==> config.mk <==
export PLATFORM = sky130hd
export DESIGN_NAME = ccff_loader
export DESIGN_NICKNAME = d
export VERILOG_FILES = /design/src/rtl/ccff_loader_pkg.sv /design/src/rtl/ccff_crc8.sv /design/src/rtl/ccff_loader.sv
export SDC_FILE = /design/constraint.sdc
export NUM_CORES = 1
export LEC_CHECK = 0
export ABC_AREA = 1
export CORE_MARGIN = 2
export CORE_UTILIZATION = 55
export DETAILED_ROUTE_END_ITERATION = 12
export PLACE_DENSITY = 0.84
export SYNTH_ARGS = -nofsm -noshare
export SYNTH_HDL_FRONTEND = slang
export SYNTH_SLANG_ARGS = --single-unit
export TNS_END_PERCENT = 100
==> constraint.sdc <==
create_clock -name prog_clk -period 3.14 [get_ports prog_clk]
set_clock_uncertainty 0.1 [all_clocks]
set_input_delay 0.942 -clock prog_clk [delete_from_list [all_inputs] [get_ports prog_clk]]
set_output_delay 0.942 -clock prog_clk [all_outputs]
set_load 0.01 [all_outputs]
==> src/rtl/ccff_loader_pkg.sv <==
// Shared types and constants for the configuration-chain loader.
// Optional readback CRC is enabled with CCFF_READBACK_EN.
package ccff_loader_pkg;

    typedef enum logic [1:0] {
        IDLE  = 2'd0,
        FETCH = 2'd1,
        SHIFT = 2'd2,
        DONE  = 2'd3
    } state_t;

    localparam int WORD_W_DEF = 8;
    localparam int LEN_W_DEF  = 16;

    localparam logic [7:0] CRC_POLY = 8'h07;

endpackage

==> src/rtl/ccff_crc8.sv <==
// Serial MSB-first CRC-8 accumulator with synchronous clear and enable.
// Used by ccff_loader only when CCFF_READBACK_EN is defined.
module ccff_crc8
    import ccff_loader_pkg::*;
(
    input  logic       prog_clk,
    input  logic       pReset,
    input  logic       clr,
    input  logic       en,
    input  logic       din,
    output logic [7:0] crc
);

    logic fb;

    assign fb = crc[7] ^ din;

    always_ff @(posedge prog_clk or negedge pReset) begin
        if (!pReset) begin
            crc <= 8'h00;
        end else if (clr) begin
            crc <= 8'h00;
        end else if (en) begin
            crc <= {crc[6:0], 1'b0} ^ (fb ? CRC_POLY : 8'h00);
        end
    end

endmodule

==> src/rtl/ccff_loader.sv <==
// Loads a bitstream into a configuration flip-flop chain, LSB first.
// Define CCFF_READBACK_EN to add the tail readback CRC check.
module ccff_loader
    import ccff_loader_pkg::*;
#(
    parameter int WORD_W = WORD_W_DEF,
    parameter int LEN_W  = LEN_W_DEF
) (
    input  logic              prog_clk,
    input  logic              pReset,
    input  logic              start,
    input  logic [LEN_W-1:0]  chain_len,
    input  logic [WORD_W-1:0] s_data,
    input  logic              s_valid,
    output logic              s_ready,
    output logic              ccff_head,
    output logic              ccff_shift_en,
    input  logic              ccff_tail,
`ifdef CCFF_READBACK_EN
    input  logic [7:0]        crc_expected,
    output logic [7:0]        rb_crc,
    output logic              rb_mismatch,
`endif
    output logic              busy,
    output logic              done
);

    localparam int IDX_W = (WORD_W > 1) ? $clog2(WORD_W) : 1;
    localparam logic [IDX_W-1:0] IDX_LAST = IDX_W'(WORD_W - 1);

    state_t            state, state_n;
    logic [LEN_W-1:0]  cnt, cnt_n;
    logic [IDX_W-1:0]  idx, idx_n;
    logic [WORD_W-1:0] word, word_n;

    always_comb begin
        state_n = state;
        cnt_n   = cnt;
        idx_n   = idx;
        word_n  = word;
        unique case (state)
            IDLE: begin
                if (start) begin
                    cnt_n   = chain_len;
                    state_n = (chain_len == '0) ? DONE : FETCH;
                end
            end
            FETCH: begin
                if (s_valid && s_ready) begin
                    word_n  = s_data;
                    idx_n   = '0;
                    state_n = SHIFT;
                end
            end
            SHIFT: begin
                cnt_n = cnt - LEN_W'(1);
                idx_n = (idx == IDX_LAST) ? '0 : idx + IDX_W'(1);
                if (cnt == LEN_W'(1)) begin
                    state_n = DONE;
                end else if (idx == IDX_LAST) begin
                    state_n = FETCH;
                end
            end
            DONE: begin
                state_n = IDLE;
            end
        endcase
    end

    // Outputs are registered from next-state so they line up with state.
    always_ff @(posedge prog_clk or negedge pReset) begin
        if (!pReset) begin
            state         <= IDLE;
            cnt           <= '0;
            idx           <= '0;
            word          <= '0;
            s_ready       <= 1'b0;
            ccff_head     <= 1'b0;
            ccff_shift_en <= 1'b0;
            busy          <= 1'b0;
            done          <= 1'b0;
        end else begin
            state         <= state_n;
            cnt           <= cnt_n;
            idx           <= idx_n;
            word          <= word_n;
            s_ready       <= (state_n == FETCH);
            ccff_shift_en <= (state_n == SHIFT);
            ccff_head     <= (state_n == SHIFT) && word_n[idx_n];
            busy          <= (state_n != IDLE);
            done          <= (state_n == DONE);
        end
    end

`ifdef CCFF_READBACK_EN
    logic start_acc;

    assign start_acc = (state == IDLE) && start;

    ccff_crc8 u_crc (
        .prog_clk (prog_clk),
        .pReset   (pReset),
        .clr      (start_acc),
        .en       (ccff_shift_en),
        .din      (ccff_tail),
        .crc      (rb_crc)
    );

    always_ff @(posedge prog_clk or negedge pReset) begin
        if (!pReset) begin
            rb_mismatch <= 1'b0;
        end else if (start_acc) begin
            rb_mismatch <= 1'b0;
        end else if (state == DONE) begin
            rb_mismatch <= (rb_crc != crc_expected);
        end
    end
`else
    logic unused_tail;

    assign unused_tail = ccff_tail;
`endif

endmodule
* Word level (Yosys, flattened, before mapping)
Index checks and enable logic that the tools add are counted.
Word-level totals: output and inout port bits 5, register bits 34, input bits 29, word-level logic and storage cells 43
Cells by class: muxes and demuxes 15, $lt $le $gt $ge 1, add/sub/neg operators 2, reductions and logical operators 7, equality and inequality tests 9
Operators by type and width (count):
- 16-bit one-hot mux with 2 select lines | 1
- 16-bit by 1-bit equality test with 1-bit output, second input constant | 1
- 16-bit logical NOT | 1
- 16-bit two-way mux | 1
- 8-bit two-way mux | 2
- 16-bit by 1-bit subtractor with 16-bit output, second input constant | 1
- 2-bit two-way mux | 5
- 2-bit equality test, second input constant | 4
- 2-bit one-hot mux with 4 select lines | 1
- 3-bit two-way mux | 2
- 3-bit one-hot mux with 2 select lines | 1
- 2-bit by 1-bit equality test with 1-bit output, second input constant | 2
- 3-bit by 4-bit less-than comparator with 1-bit output, second input constant | 1
- 2-bit nonzero test | 2
- 3-bit by 1-bit adder with 3-bit output, second input constant | 1
- 1-bit binary-select mux with 3-bit select | 1
- 3-bit equality test, second input constant | 1
- 1-bit logical AND | 2
- 2-bit logical NOT | 1
- 2-bit != test, second input constant | 1
- 2-bit AND reduction | 1
- 1-bit two-way mux | 1

* Logic depth before layout (Yosys ltp)
depth after elaboration 6, depth in mapped cells 12, gate-level depth less buffers 11

* Worst setup path before layout
OpenSTA, ideal clock, no wires.
kind input-to-reg, start input port s_valid, end register ccff_head, data required time 2926 ps, setup slack 1289 ps, setup time 114 ps, cell stages on the path 9, path buffers 0, arrival time 1637 ps, path through nand2_2 nand2_1 nand2_2 a21oi_2 inv_1 nand3_1 nand3_1 nand2_1 nor2_2
Between the ends: cells in the longest elaborated chain, start to end 6, elaborated cells on any way between the ends 11, classes of those cells 1 x eq/ne; 8 x mux; 2 x reduce/logical
RTL lines:
- from (decl) | line ccff_loader.sv:14 | input logic s_valid,
- 1-bit logical AND | line ccff_loader.sv:49 | if (s_valid && s_ready) begin
- 3-bit two-way mux | line ccff_loader.sv:49
- 3-bit one-hot mux with 2 select lines | line ccff_loader.sv:41 | unique case (state)
- via idx_n[1] | line ccff_loader.sv:33 | logic [IDX_W-1:0] idx, idx_n;
- 1-bit binary-select mux with 3-bit select | line ccff_loader.sv:89 | ccff_head <= (state_n == SHIFT) && word_n[idx_n];
- 1-bit two-way mux (implied by the code) | line ccff_loader.sv:89
- 1-bit logical AND | line ccff_loader.sv:89
- to (signal assigned) | line ccff_loader.sv:89
- to (decl) | line ccff_loader.sv:16 | output logic ccff_head,
The timed path passes the listed nets, and every way through them passes these cells. The select of a mux whose other input is x is not followed. A chain may end at the register's enable or synchronous reset.

* Final worst setup path
start input port start, end register cnt[10]
Between the ends: cells in the longest elaborated chain, start to end 2
RTL lines:
- from (decl) | line ccff_loader.sv:11 | input logic start,
- 2-bit != test (no line)
- 2-bit AND reduction (no line)
- to (signal assigned) | line ccff_loader.sv:84 | cnt <= cnt_n;
- to (decl) | line ccff_loader.sv:32 | logic [LEN_W-1:0] cnt, cnt_n;
No other way between the ends.

==> results.toml <==
[drt]
vias_per_cell = 5.201
ant_nets = 0
wirelength_mm = 4.684
vias = 1997
drc = 0
drtPass1Iterations = 5
drt_iter0_markers = 156
wl_per_cell_um = 12.20

[power_and_ir_drop]
peakVddDrop_mv = 0.4689
p_per_area_mw_per_mm2 = 845.6
intPower_uw = 1214
comb_power_share = 0.490
power_frac_clock = 0.154
seqPwrFrac = 0.356
p_leak_uw = 0.001270
p_switching_uw = 969.9
p_sw_frac = 0.4441

[global_route]
grt_pass1_wl_mm = 8.162
grtUsageTotal = 0.2458
grt_max_degree = 35
grt_pass1_vias = 1870
grt_overflow = 0
antenna_found_initial = 0

[die]
start_util = 0.5781
core-area_mm2 = 0.003716
ios = 34
fp-row-count = 22
chipWidth_um = 66.50
die_h_um = 66.50
dieArea_mm2 = 0.004422

[yosys]
synth_cells = 300
synth_top_cell_by_area = "dfrtp_1"
synth_ff_type = "dfrtp_1"
syn_area_per_cell_um2 = 7.161
yosysMostFrequentCell = "nand2_1"
yosys-top-cells-count = "72 x nand2_1, 49 x inv_1, 38 x nor2_1"
synth_area_mm2 = 0.002148
yosys.area.top_type_share = 0.3960
async_flop_share = 1.000
synthTopCellsByArea = "dfrtp_1 40%, nand2_1 13%, inv_1 8.6%"
yosysWarningCount = 0
seq_area_frac_synth = 0.3960
synthesis.nets = 336
synth_seq_cells = 34
synth_edf_count = 0
synth_cell_type_count = 28

[cts]
post-cts-setup-buffer-count = 0
hold_buffers = 0
cts_buffer_depth = 2
h-tree-depth = 2
cts_root_buf = "clkbuf_8"
clkSinkCount = 34
clk_pin_slew_worst_paths_ps = 70
insertion_delay_ps = 290
cts_tree = "yes"
post_cts_resized = 0
cts_buffers = 5

[worst_setup_path]
cp_max_fo = 21
arrival_ps = 2450
criticalPathCategory = "in -> reg"
critPathLaunchType = "input port"
cp.required_ps = 3220
reg2reg_depth = 11
crit_path_end_kind = "register"

[cells_and_area]
antenna_cells = 0
regArea_um2 = 850.8
instances_no_fill = 384
fin_nets = 371
multiInputGateArea_mm2 = 0.001055
nFillCells = 327
areaGrowthSynthToFinish_pct = 20.21
drive_gt1_frac = 0.08631

[placement]
dp_hpwl_mm = 3.480
gp_congestion = 0.8958
dp.cells = 376
io_buffers = 32

[sta]
finalHoldViolCount = 0
fin_crit_ps = 2367
post-route-period-util = 0.7537
rsz0062_at_grt = "no"
setup_tns_ps = 0
clock.fmax_ghz = 0.4225
worst_slew_pin_slew_ps = 438.3
drv_slew = 0
finalSetupViolations = 0
maxSlewHeadroom = 0.7078

[run]
cap_violations = 0

[worst_hold_path]
min_path_type = "reg -> reg"
whs_path_depth = 2

[status]
status = "finished clean"
-- cells by family (layout without fill, tap and decap cells) --
| family | count (synthesis) | after routing | share of synthesized area |
|---|---|---|---|
| and+or+nand+nor | 150 | 150 | 0.3098 |
| buffers and inverters | 56 | 92 | 0.1130 |
| AOI/OAI and AO/OA | 51 | 51 | 0.1322 |
| adders and majority gates | 7 | 7 | 0.04077 |
| DFF | 34 | 34 | 0.3960 |
| xor gates and xnor gates | 2 | 2 | 0.008155 |
-- power by group through the flow --
stage	Clock [µW]	Combinational [µW]	Sequential (µW)
3_5_place_dp	0	1060	784
4_1_cts	342	1070	777
2_1_floorplan	0	808	763
6_report	336	1070	778
5_1_grt	359	1230	802
3_3_place_gp	0	1020	773
-- path summary, 6_finish.rpt --
path,endpoint,slack (ps),from
worst max-delay path,cnt[10],770,start
worst min-delay path,word[5],410,word[5]
worst max register to register,cnt[10],960,state[0]
worst min register to register,word[5],410,word[5]
max in group asynchronous,word[4],1670,pReset
min in group asynchronous,cnt[13],950,pReset
-- metal layers --
metal | wire length (µm) | track usage | up-vias
li1 | - | - | 1013
met1 | 2122 | 0.3247 | 908
met2 | 2169 | 0.3963 | 65
met3 | 313 | 0.04730 | 11
met4 | 79 | 0.09694 | 0
met5 | 0 | 0 | -
-- flip-flops by register name, summed over array words and instances, names as in the netlist, 2 cells and up --
signal and cells:
cnt 16, idx 3, state 2, word 8
-- worst max-delay path, stage by stage --
cell             delay [ps]
clkdlybuf4s50_1         510
nand2_1                  80
nand2_2                 290
o21ai_0                 210
nor2_1                  220
nand2_1                  90
nand2_1                  60
o21ai_1                  50
-- per-stage QoR --
step | utilization | setup WS, ps | cell area (µm²) | power, µW | hold slack (ps)
after global routing | 0.6949 | 641.1 | 2582 | 2392 | 455.9
final | 0.6949 | 773.3 | 2582 | 2184 | 414.7
after global placement | 0.6704 | 535.5 | 2491 | 1792 | 399.4
after floorplan | - | 1289 | 2148 | 1571 | 373.9
after CTS | 0.6949 | 809.8 | 2582 | 2185 | 422.4
after detailed placement | 0.6704 | 504.3 | 2491 | 1842 | 407.5
-- cell type report --
| class | count | share of cell area |
|---|---|---|
| multi-input combinational | 210 | 0.4084 |
| sequential | 34 | 0.3295 |
| timing repair buffer | 34 | 0.1298 |
| inverter | 50 | 0.07364 |
| clock buffer | 7 | 0.03343 |
| tap | 48 | 0.02326 |
| clock inverter | 1 | 0.001938 |
-- placed cells by master, fill, tap and decap left out, drive strengths merged --
cell	n
o211ai	1
nor3	2
a22oi	2
clkdlybuf4s50	32
o21ai	31
nor2	45
clkbuf	7
nand3	22
xor2	2
nand4	2
a31oi	1
inv	50
o22ai	4
dfrtp	34
clkinv	1
a22o	1
nand2	79
ha	7
a21oi	11
buf	2
Power figures use the tool's default switching activity.
